<file path="src/rtl/goose_motion_ctrl.sv">
// goose_motion_ctrl: per-frame position, facing and animation for the goose sprite.
// Inputs: clk, reset (sync, active-high), frame_tick, speed[1:0], spin_req.
// Outputs: goose_x, goose_y, anim_frame, facing_left, spinning.
// All outputs are registered and change only on a frame_tick cycle.
module goose_motion_ctrl #(
   parameter int SCREEN_W    = 640,
   parameter int SPRITE_W    = 64,
   parameter int GROUND_Y    = 352,
   parameter int X_START     = 0,
   parameter int ANIM_DIV    = 8,
   parameter int TURN_FRAMES = 16,
   parameter int SPIN_FRAMES = 32,
   parameter int SPIN_LIFT   = 8
) (
   input  logic       clk,
   input  logic       reset,
   input  logic       frame_tick,
   input  logic [1:0] speed,
   input  logic       spin_req,
   output logic [9:0] goose_x,
   output logic [9:0] goose_y,
   output logic [1:0] anim_frame,
   output logic       facing_left,
   output logic       spinning
);

   localparam int AW = (ANIM_DIV > 1) ? $clog2(ANIM_DIV) : 1;
   localparam int TW = (TURN_FRAMES > 1) ? $clog2(TURN_FRAMES) : 1;
   localparam int SW = $clog2(SPIN_FRAMES);

   localparam logic [9:0] X_MAX = 10'(SCREEN_W - SPRITE_W);
   localparam logic [9:0] GY    = 10'(GROUND_Y);
   localparam logic [9:0] GY_UP = 10'(GROUND_Y - 2);
   localparam logic [9:0] GY_SP = 10'(GROUND_Y - SPIN_LIFT);
   localparam logic [9:0] X_RST = 10'(X_START);

   localparam logic [AW-1:0] ANIM_LAST = AW'(ANIM_DIV - 1);
   localparam logic [TW-1:0] TURN_LAST = TW'(TURN_FRAMES - 1);
   localparam logic [SW-1:0] SPIN_LAST = SW'(SPIN_FRAMES - 1);

   typedef enum logic [1:0] {
      WALK = 2'd0,
      TURN = 2'd1,
      SPIN = 2'd2
   } state_e;

   state_e state_q, state_d;

   logic [9:0]    x_q, x_d;
   logic [9:0]    y_q, y_d;
   logic [1:0]    anim_q, anim_d;
   logic          face_q, face_d;
   logic          spin_q, spin_d;
   logic          saved_face_q, saved_face_d;
   logic          pend_q, pend_d;
   logic [AW-1:0] anim_cnt_q, anim_cnt_d;
   logic [TW-1:0] turn_cnt_q, turn_cnt_d;
   logic [SW-1:0] spin_cnt_q, spin_cnt_d;

   logic sync1_q, sync2_q, prev_q;
   logic req_edge;
   logic [10:0] nx;

   assign req_edge = sync2_q & ~prev_q;
   assign nx       = {1'b0, x_q} + {9'b0, speed};

   always_ff @(posedge clk) begin
      if (reset) begin
         sync1_q <= 1'b0;
         sync2_q <= 1'b0;
         prev_q  <= 1'b0;
      end else begin
         sync1_q <= spin_req;
         sync2_q <= sync1_q;
         prev_q  <= sync2_q;
      end
   end

   always_ff @(posedge clk) begin
      if (reset) begin
         state_q      <= WALK;
         x_q          <= X_RST;
         y_q          <= GY;
         anim_q       <= 2'd0;
         face_q       <= 1'b0;
         spin_q       <= 1'b0;
         saved_face_q <= 1'b0;
         pend_q       <= 1'b0;
         anim_cnt_q   <= '0;
         turn_cnt_q   <= '0;
         spin_cnt_q   <= '0;
      end else begin
         state_q      <= state_d;
         x_q          <= x_d;
         y_q          <= y_d;
         anim_q       <= anim_d;
         face_q       <= face_d;
         spin_q       <= spin_d;
         saved_face_q <= saved_face_d;
         pend_q       <= pend_d;
         anim_cnt_q   <= anim_cnt_d;
         turn_cnt_q   <= turn_cnt_d;
         spin_cnt_q   <= spin_cnt_d;
      end
   end

   always_comb begin
      state_d      = state_q;
      x_d          = x_q;
      y_d          = y_q;
      anim_d       = anim_q;
      face_d       = face_q;
      spin_d       = spin_q;
      saved_face_d = saved_face_q;
      pend_d       = pend_q;
      anim_cnt_d   = anim_cnt_q;
      turn_cnt_d   = turn_cnt_q;
      spin_cnt_d   = spin_cnt_q;

      // Edges are dropped while spinning; a tick's own action overrides this.
      if (req_edge && state_q != SPIN) pend_d = 1'b1;

      if (frame_tick) begin
         unique case (state_q)
            WALK: begin
               if (pend_q) begin
                  state_d      = SPIN;
                  pend_d       = 1'b0;
                  saved_face_d = face_q;
                  spin_cnt_d   = '0;
                  spin_d       = 1'b1;
                  y_d          = GY_SP;
                  anim_d       = 2'd0;
               end else if (speed == 2'd0) begin
                  anim_d = 2'd0;
                  y_d    = GY;
               end else begin
                  if (anim_cnt_q == ANIM_LAST) begin
                     anim_cnt_d = '0;
                     anim_d     = anim_q + 2'd1;
                  end else begin
                     anim_cnt_d = anim_cnt_q + AW'(1);
                  end
                  y_d = anim_d[0] ? GY_UP : GY;
                  if (!face_q) begin
                     if (nx >= {1'b0, X_MAX}) begin
                        x_d        = X_MAX;
                        state_d    = TURN;
                        turn_cnt_d = '0;
                     end else begin
                        x_d = nx[9:0];
                     end
                  end else begin
                     if (x_q <= {8'b0, speed}) begin
                        x_d        = 10'd0;
                        state_d    = TURN;
                        turn_cnt_d = '0;
                     end else begin
                        x_d = x_q - {8'b0, speed};
                     end
                  end
               end
            end
            TURN: begin
               anim_d = 2'd0;
               y_d    = GY;
               if (turn_cnt_q == TURN_LAST) begin
                  turn_cnt_d = '0;
                  face_d     = ~face_q;
                  state_d    = WALK;
               end else begin
                  turn_cnt_d = turn_cnt_q + TW'(1);
               end
            end
            SPIN: begin
               if (spin_cnt_q == SPIN_LAST) begin
                  face_d     = saved_face_q;
                  spin_d     = 1'b0;
                  y_d        = GY;
                  anim_d     = 2'd0;
                  anim_cnt_d = '0;
                  spin_cnt_d = '0;
                  state_d    = WALK;
               end else begin
                  anim_d = spin_cnt_q[1:0];
                  if (spin_cnt_q[1:0] == 2'd3) face_d = ~face_q;
                  spin_cnt_d = spin_cnt_q + SW'(1);
               end
            end
            default: state_d = WALK;
         endcase
      end
   end

   assign goose_x     = x_q;
   assign goose_y     = y_q;
   assign anim_frame  = anim_q;
   assign facing_left = face_q;
   assign spinning    = spin_q;

endmodule
</file>
<file path="config.mk">
export PLATFORM = sky130hd
export DESIGN_NAME = goose_motion_ctrl
export DESIGN_NICKNAME = d
export VERILOG_FILES = /design/src/rtl/goose_motion_ctrl.sv
export SDC_FILE = /design/constraint.sdc
export NUM_CORES = 1
export LEC_CHECK = 0
export ABC_CLOCK_PERIOD_IN_PS = 7500
export CORE_ASPECT_RATIO = 1.5
export CORE_MARGIN = 2
export CORE_UTILIZATION = 62
export CTS_BUF_LIST = sky130_fd_sc_hd__clkbuf_2 sky130_fd_sc_hd__clkbuf_4 sky130_fd_sc_hd__clkbuf_8
export DETAILED_ROUTE_END_ITERATION = 10
export PLACE_DENSITY_LB_ADDON = 0.2
export SYNTH_ARGS = -nofsm -noshare
export SYNTH_HDL_FRONTEND = slang
export SYNTH_SLANG_ARGS = --single-unit
</file>
<file path="constraint.sdc">
create_clock -name clk -period 7.5 [get_ports clk]
set_input_delay 0.75 -clock clk [delete_from_list [all_inputs] [get_ports clk]]
set_output_delay 0.75 -clock clk [all_outputs]
set_load 0.05 [all_outputs]
</file>
---- Word level (Yosys, flattened, before mapping) ----
Index checks and enable logic that the tools add are counted.
storage, ports and cells
  bits in registers ....................... 43
  bits in latches ......................... 0
  memory bits (writable) .................. 0
  bits in read-only memories .............. 0
  input bits .............................. 6
  logic and storage cells ................. 116
  memories ................................ 0
cells by class
  add/sub/neg operators ................... 6
  multiply operators ...................... 0
  div/mod/pow operators ................... 0
  magnitude comparators ................... 2
  eq/ne operators ......................... 19
  shift-type cells ........................ 0
  muxes and demuxes ....................... 51
  bitwise operators ....................... 5
  reduce and logical (&&, ||, !) cells .... 18
operators by type and width
  cell                  count
  $mux 10               4
  $mux 2                15
  $pmux 10 s3           1
  $mux 4                6
  $mux 6                3
  $mux 3                4
  $ne 2x2->1 const B    6
  $ne 3x3->1 const B    4
  $pmux 2 s3            2
  $reduce_and 3->1      4
  $reduce_and 4->1      3
  $reduce_and 6->1      2
  $add 10x2->11         1
  $ge 11x10->1 const B  1
  $le 10x2->1           1
  $mux 5                2
  $pmux 5 s2            1
  $sub 10x2->10         1
  $mux 1                9
  $ne 4x4->1 const B    2
  $pmux 4 s2            1
  $pmux 3 s2            1
  $reduce_bool 2->1     3
  $add 5x1->5 const B   1
  17 further kinds      23

---- Logic depth before layout (Yosys ltp) ----
Gate-level depths: netlist of the first run.
  depth after elaboration ................. 10
  gate-level depth with buffers ........... 11
  gate-level depth less buffers ........... 10

---- Least setup slack after synthesis of the first run ----
OpenSTA, ideal clock, no wires.
  path kind ............................... in2reg
  start ................................... input speed[0]
  end ..................................... register turn_cnt_q[3]
  setup time .............................. 0.117 ns
  data arrival time ....................... 2.844 ns
  path slack .............................. 4.538 ns
  stages on the path ...................... 9
  cell sequence ........................... ha_1 > inv_1 > fa_1 > nand4b_1 > or2_2 > a22o_1 > a2111oi_4 > o22ai_1 > a32o_1
between the ends
  cells in the longest elaborated chain, start to end .. 4
  elaborated cells between the ends (all ways) .. 8
  classes of those cells .................. 1 x add/sub; 2 x order compare; 3 x eq/ne; 2 x reduce/logical
RTL lines
  element                       RTL line  source
  start: declaration            18        input logic [1:0] speed,
  $add 10x2->11                 65        assign nx = {1'b0, x_q} + {9'b0, speed};
  $ge 11x10->1                  146       if (nx >= {1'b0, X_MAX}) begin
  $ne 3x3->1 (no line)          -
  $reduce_and 6->1 (no line) *  -
  end signal: assignment        102       turn_cnt_q <= turn_cnt_d;
  end: declaration              57        logic [TW-1:0] turn_cnt_q, turn_cnt_d;
Mark *: on every way between the ends. The rest lies on a longest branch, timed or not.
A chain may end at the register's enable or synchronous reset.

---- Worst setup path in the final report of the first run ----
Same ends and word-level chain as after synthesis.

==> results of run 1 <==
## worst max path at each step
stage,from,to,slack [ns],depth (start not counted)
floorplan,speed[0],turn_cnt_q[3]$_SDFFE_PP0P_,4.54,9
global placement,speed[0],turn_cnt_q[3]$_SDFFE_PP0P_,3.85,10
detailed placement,speed[0],turn_cnt_q[3]$_SDFFE_PP0P_,3.79,10
CTS,speed[0],turn_cnt_q[3]$_SDFFE_PP0P_,4.10,10
global route,speed[0],turn_cnt_q[2]$_SDFFE_PP0P_,3.93,10
finish,speed[0],turn_cnt_q[3]$_SDFFE_PP0P_,4.05,10
## layout make-up
cell class              instances  area [µm²]  share of cell area [%]
clock buffers                   6       76.32                   2.818
clock inverters                 2       35.03                   1.293
inverters                      14       52.55                   1.940
multi-input cells             227        1523                   56.21
flip-flops and latches         36       720.7                   26.61
well taps                      43       53.80                   1.986
repair buffers                 25       247.7                   9.146
## kinds of logic after synthesis
| logic type | Yosys count |
|---|---|
| AOI/OAI and AO/OA | 79 |
| xor gates and xnor gates | 7 |
| adders and majority gates | 15 |
| buffers and inverters | 42 |
| DFF | 36 |
| muxes | 7 |
| other | 2 |
| and+or+nand+nor | 114 |
## power groups by stage
stage	logic [W]	registers, W	clock network, W
floorplan	0.0000730	0.000219	0
global placement	0.0000981	0.000210	0
detailed placement	0.0000992	0.000211	0
CTS	0.000100	0.000206	0.000176
global route	0.000111	0.000208	0.000185
finish	0.000101	0.000206	0.000175
## state kept, by name, indices dropped and copies added, names as in the netlist
register	cells
state_q	2
goose_y	3
spinning	1
pend_q	1
saved_face_q	1
spin_cnt_q	5
prev_q	1
sync2_q	1
goose_x	10
anim_cnt_q	3
facing_left	1
turn_cnt_q	4
anim_frame	2
sync1_q	1
## metal layers
metal	GRT usage (%)	up-vias	part of all wire, %	wire [µm]
met2	52.02	56	53	3024
met1	31.37	1059	40	2289
met4	11.46	0	2.3	131
li1	-	1101	-	-
met5	0	-	0	0
met3	5.147	12	3.8	218
## cells in the mapped netlist (all sizes together) (4+ instances only)
cell type	instances	area (µm²)
mux2i	5	50.05
nand2	15	56.30
xnor2	4	35.03
a21oi	18	90.09
ha	13	162.7
o21ai	20	100.1
clkbuf	15	56.30
buf	13	93.83
a31oi	4	25.02
nor2b	6	37.54
inv	14	52.55
dfxtp	36	720.7
nor4	7	43.79
nor2	25	93.84
nand3	13	65.06
a21o	5	37.54
nor3	15	75.07
and3	4	25.02
nand2b	5	31.28
## through the flow
| step | total power [W] | setup WS (ns) | cell area (µm²) | util, % | hold slack (ns) |
|---|---|---|---|---|---|
| floorplan | 0.0002920 | 4.538 | 2446 | - | 0.4138 |
| global placement | 0.0003084 | 3.852 | 2597 | 69.90 | 0.4194 |
| detailed placement | 0.0003099 | 3.791 | 2597 | 69.90 | 0.4320 |
| CTS | 0.0004826 | 4.097 | 2709 | 72.90 | 0.4488 |
| global route | 0.0005035 | 3.927 | 2709 | 72.90 | 0.4606 |
| finish | 0.0004826 | 4.052 | 2709 | 72.90 | 0.4425 |
## worst reg2reg max path: stages (launching register included)
cell and delay, ns:
sky130_fd_sc_hd__dfxtp_1 0.40, sky130_fd_sc_hd__ha_1 0.18, sky130_fd_sc_hd__inv_1 0.05, sky130_fd_sc_hd__fa_1 0.43
sky130_fd_sc_hd__nand4b_1 0.26, sky130_fd_sc_hd__or2_2 0.35, sky130_fd_sc_hd__a22o_1 0.26, sky130_fd_sc_hd__a2111oi_4 0.42
sky130_fd_sc_hd__o22ai_1 0.13, sky130_fd_sc_hd__a32o_1 0.26
==> results.md, run 1 <==
- Slew @ Worst Pin: 0.7698 ns
- Share of layout cells above drive strength 1: under 10%
- Outcome: finished clean
- Standard cell with the maximum stage delay on the critical path: sky130_fd_sc_hd__clkdlybuf4s50_1
- Part of the Yosys area used for sequential elements: between 20% and 30%
- Combinational group share of total power: roughly a fifth
- Avg Inst Size Synth: 8.062 µm²
- Hold EP: sync2_q$_SDFF_PP0_
- Multiplexer share of the synthesized area: 2.980%
- Leading register cell type out of synthesis: sky130_fd_sc_hd__dfxtp_1
- Die Area: about 0.0045 mm²
- Category of cells accounting for the largest share of critical-path delay: compound AO/OA/AOI/OAI gates
- Register-to-Register Setup Slack: approximately 4.7 ns
- Initial antenna violation count: 0
- Count of vias placed by the detailed router: 2,228
- Area delta synth->final: 11.25%
- Detail Placement HPWL: 3.972 mm
- Share of the synthesized netlist area taken by xor and xnor gates: ~2.5%
- Setup repair after global routing missed its margin: no
- Element type at the critical path start: input port
- Cell at the root of the clock tree: sky130_fd_sc_hd__clkbuf_8
- H-Tree Level Count: 2
- Post-Layout Cell Count: about 350
- Peak fanout along the critical path: 5
- Setup Viol. Count Final: 0
- Initial drt markers: 73
- Headroom to the max-slew limit: about half
- Leakage component of the power: ~1.0 nW
- Flip-flop and latch count after synthesis: 36
- Maximum capacitance violations: 0
- Number of instances on the worst hold path: 1
- Count of antenna diodes in the layout: 0
- Arrival time reported for the critical path endpoint: 3.63 ns
- Delay contributed by the slowest stage of the critical path: 0.54 ns
- Crit share post-route: between 40 and 50%
- Largest family of logic cells by synthesized area: simple AND/OR/NAND/NOR gates
- Most frequent cells in the layout: sky130_fd_sc_hd__dfxtp_1 (36), sky130_fd_sc_hd__nor2_1 (25), sky130_fd_sc_hd__clkdlybuf4s50_1 (24)
- Fill cells: 320
- Overall Global Routing Usage: 28.69%
- Std-Cell Core Area: 0.003716 mm²
- Clk pwr share: between 30% and 40%
- Number of warnings reported in the yosys synthesis log: 0
- Cell area after synthesis: between 0.002 and 0.0025 mm²
- Drt via density: about 6.3
- Cell count after synthesis: slightly above 300
- Max IR drop VDD: around 0.15 mV
- Residual DRC count: 0
- Simple-Gate Fraction of Synth Area: around 25%
- Maximum clock insertion buffer count: 2
- Worst-Skew Late Latency: between 0.2 and 0.3 ns
- Maximum number of pins on one net before global-route repair: 34
- Routability congestion estimate: about 0.96
- Fraction of power spent switching nets: 30.30%
- Crit path buf inv count: 2
- Minimum period implied by the final worst setup slack: 3.448 ns
- Fin. Hold Viols: 0
- Depth of the worst register-to-register path: 9
- EDFF count, synth: 0
- Cell variety after synth: 59
- Routed len/inst: between 15 and 20 µm
- Final TNS setup: 0 ns
- Pre-Repair DR Iteration Count: 4
- Total wire length: 5.664 mm
- Total number of clock tree sinks: 36
- Startpoint of the worst hold path: sync1_q$_SDFF_PP0_
- Via count of the first global-routing pass: approximately 2,100
- Overall die height: just over 80 µm
- Most frequent standard cell in the layout excluding fill and tap cells: sky130_fd_sc_hd__dfxtp_1
- Startpoint of the worst-slack reg-to-reg timing path: goose_x[0]$_SDFFE_PP0P_
- NumNets Final: 330
- Boundary pin count: 30
- Data required, critical path: roughly 7.7 ns
- Worst-path clk slew: approximately 0.07 ns
- Number of post-CTS setup repair buffers: 0
- Buffers added on ports: 24
- Sum of overflow across all layers after global routing: 0
- Die width: around 55 µm
- Internal Power: 0.0003363 W
- Starting density of the core: between 60% and 70%
- Kind of capture point of the worst setup path: flip-flop
- CTS tree: yes
- Compound-cell area share of the yosys netlist: between 20% and 30%
- Share of power burned in registers: 42.8%
- Power Dens Cells: around 180 mW/mm²
- Path category of the worst min-delay check: reg2reg
- Ys async rst share: 0%
- CTS-repair resized insts: 0
- Adder-cell share of the synthesized area: between 8 and 9%
- Cells traversed along the worst timing path: clkdlybuf4s50_1 > ha_1 > inv_1 > fa_1 > nand4b_1 > or2_2 > a22o_1 > a2111oi_4 > o22ai_1 > a32o_1
- Placed Cells incl. Taps: 345
- Global-route wire length before repair: 9.466 mm
- Reg-to-reg endpoint: turn_cnt_q[3]$_SDFFE_PP0P_
- Hold buffer count at cts: 0
- Net switching power figure: 0.0001462 W
- FP Rows: 27
- Category of the most critical setup path: in2reg
- Total count of max-transition violations in the final report: 0
- Setup clock skew after layout: between 0.009 and 0.01 ns
- Fmax achieved: ~0.29 GHz
- Count of nets left with antenna violations after detail routing: 0
- CTS buffer count: 5
(Power assumes the default switching activity.)
==> run 2, diff against run 1 <==
--- a/config.mk
+++ b/config.mk
@@ -5,10 +5,10 @@
 export SDC_FILE = /design/constraint.sdc
 export NUM_CORES = 1
 export LEC_CHECK = 0
-export ABC_CLOCK_PERIOD_IN_PS = 7500
+export ABC_CLOCK_PERIOD_IN_PS = 2980
 export CORE_ASPECT_RATIO = 1.5
 export CORE_MARGIN = 2
-export CORE_UTILIZATION = 62
+export CORE_UTILIZATION = 52
 export CTS_BUF_LIST = sky130_fd_sc_hd__clkbuf_2 sky130_fd_sc_hd__clkbuf_4 sky130_fd_sc_hd__clkbuf_8
 export DETAILED_ROUTE_END_ITERATION = 10
 export PLACE_DENSITY_LB_ADDON = 0.2
==> constraint.sdc (replaced) <==
create_clock -name clk -period 2.98 [get_ports clk]
set_input_delay 0.298 -clock clk [delete_from_list [all_inputs] [get_ports clk]]
set_output_delay 0.298 -clock clk [all_outputs]
set_load 0.05 [all_outputs]
==> run 2 against run 1 <==
  * Design area grew 3.8%
  * Core utilization fell by 10 points
  * Setup slack worse by 3.9 ns
==> results.md, run 2 (same netlist as run 1, synthesis figures left out) <==
- Outcome: finished clean
- Crit path buf inv count: 2 (unchanged)
- Peak fanout along the critical path: 5 (unchanged)
- Headroom to the max-slew limit: 62.60% (+14 points)
- Number of flip-flops under the largest register name: 10 (unchanged)
- Element type at the critical path start: input port
- Most frequent cells in the layout: sky130_fd_sc_hd__dfxtp_1 (36), sky130_fd_sc_hd__nor2_1 (25), sky130_fd_sc_hd__clkdlybuf4s50_1 (24)
- Most frequent standard cell in the layout excluding fill and tap cells: sky130_fd_sc_hd__dfxtp_1
- Minimum period implied by the final worst setup slack: about 2.8 ns
- Fin. Hold Viols: 0 (unchanged)
- Number of post-CTS setup repair buffers: 0 (unchanged)
- Final TNS setup: 0 ns (unchanged)
- Buffers added on ports: 24 (unchanged)
- Category of cells accounting for the largest share of critical-path delay: compound AO/OA/AOI/OAI gates
- Count of nets left with antenna violations after detail routing: 0 (unchanged)
- Kind of capture point of the worst setup path: flip-flop
- Post-Layout Cell Count: 372 (+5.4%)
- Routability congestion estimate: 0.9260 (-3.7%)
- Placed Cells incl. Taps: 365 (+5.8%)
- Slew @ Worst Pin: 0.5568 ns (-0.2130 ns)
- Setup Viol. Count Final: 0 (unchanged)
- Maximum capacitance violations: 0 (unchanged)
- Global-route wire length before repair: 9.611 mm (+1.5%)
- Pre-Repair DR Iteration Count: 4 (unchanged)
- Overall Global Routing Usage: 23.39% (-5.3 points)
- Share of layout cells above drive strength 1: 10.19% (+4.1 points)
- Residual DRC count: 0 (unchanged)
- Leakage component of the power: 1.104 nW (+6.0%)
- Cell at the root of the clock tree: sky130_fd_sc_hd__clkbuf_8
- Detail Placement HPWL: 4.319 mm (+8.7%)
- Maximum clock insertion buffer count: 2 (unchanged)
- Routed len/inst: 15.86 µm (-1.2%)
- Count of antenna diodes in the layout: 0 (unchanged)
- Maximum number of pins on one net before global-route repair: 27 (-21%)
- Starting density of the core: 54.06% (-11 points)
- Path category of the worst min-delay check: reg2reg
- Data required, critical path: 3.16 ns (-4.52 ns)
- Via count of the first global-routing pass: 2,084 (-2.4%)
- Category of the most critical setup path: in2reg
- H-Tree Level Count: 2 (unchanged)
- NumNets Final: 345 (+4.5%)
- Worst-path clk slew: 0.07 ns (about the same)
- Overall die height: 87.81 µm (+8.7%)
- Worst Setup SP: speed[0]
- Startpoint of the worst hold path: sync1_q$_SDFF_PP0_
- FP Rows: 30 (+11%)
- Total wire length: 5.900 mm (+4.2%)
- Crit share post-route: a little over nine tenths
- Worst-Skew Late Latency: 0.29 ns (about the same)
- Total number of clock tree sinks: 36 (unchanged)
- Fmax achieved: ~0.36 GHz
- Setup clock skew after layout: 0.005667 ns (-0.004175 ns)
- Boundary pin count: 30 (unchanged)
- Sum of overflow across all layers after global routing: 0 (unchanged)
- Startpoint of the worst-slack reg-to-reg timing path: goose_x[0]$_SDFFE_PP0P_
- Area delta synth->final: 15.52%
- Hold buffer count at cts: 0 (unchanged)
- Drt via density: 6.116 (-3.1%)
- Die width: 59.87 µm (+8.5%)
- Power, Total: 0.001166 W (+140%)
- Die Area: 0.005257 mm² (+18%)
- CTS-repair resized insts: 0 (unchanged)
- Max IR drop VDD: 0.2601 mV (+72%)
- Power Dens Cells: 414.5 mW/mm² (+130%)
- Hold Worst Slack: 0.4453 ns (+0.002876 ns)
- CTS tree: yes
- Std-Cell Core Area: 0.004504 mm² (+21%)
- Initial drt markers: 87 (+19%)
- Count of vias placed by the detailed router: 2,275 (+2.1%)
- Delay contributed by the slowest stage of the critical path: 0.49 ns (-0.05 ns)
- Setup repair after global routing missed its margin: no
- Standard cell with the maximum stage delay on the critical path: sky130_fd_sc_hd__clkdlybuf4s50_1
- CTS buffer count: 5 (unchanged)
- Total count of max-transition violations in the final report: 0 (unchanged)
- Initial antenna violation count: 0 (unchanged)
- Arrival time reported for the critical path endpoint: 2.99 ns (-0.64 ns)
- Cells traversed along the worst timing path: clkdlybuf4s50_1 > ha_1 > inv_1 > fa_1 > nand4b_1 > or2_2 > a22o_1 > a2111oi_4 > o22ai_1 > a32o_1
- End-of-flow core utilization: 62.44% (-10 points)
-- run 2: cell count changes in the layout (fill, tap and decap cells not counted), sizes merged --
cell / delta
clkbuf: +1
buf: +15
bufinv: -1
clkinv: -1
-- run 2: area by class of cell --
type	instances	area, µm²
Clock buffer	7	96.34
Fill cell	434	1692
Inverter	14	52.55
Multi-Input combinational cell	227	1523
Sequential cell	36	720.7
Tap cell	48	60.06
Timing Repair Buffer	40	360.3
-- run 2: path summary, 6_finish.rpt --
| check | depth (start not counted) | end | slack, ns |
|---|---|---|---|
| worst max-delay path | 10 | turn_cnt_q[3]$_SDFFE_PP0P_ | 0.17 |
| worst max register to register | 9 | turn_cnt_q[3]$_SDFFE_PP0P_ | 0.30 |
| worst min register to register | 1 | sync2_q$_SDFF_PP0_ | 0.45 |
| worst min-delay path | 1 | sync2_q$_SDFF_PP0_ | 0.45 |
-- run 2: layer usage --
metal | part of all wire [%] | track usage (%) | wire length, µm
met4 | 2.0 | 8.485 | 119
met3 | 3.5 | 3.250 | 207
met2 | 54 | 43.48 | 3160
met1 | 41 | 26.08 | 2412
met5 | 0 | 0 | 0
-- run 2: where the power goes --
part	leakage, nW	switching (W)	total (W)	internal, W
combinational	0.761	0.000168	0.000268	0.000101
sequential	0.292	0.0000191	0.000516	0.000497
clock	0.0503	0.000175	0.000381	0.000206
-- run 2: stage by stage --
| stage | instance area [µm²] | worst slack [ns] |
|---|---|---|
| after floorplan | 2446 | 0.02650 |
| after global routing | 2813 | 0.05158 |
| after CTS | 2813 | 0.1782 |
| after detailed placement | 2716 | -0.1106 |
| final | 2813 | 0.1707 |
| after global placement | 2716 | -0.03754 |
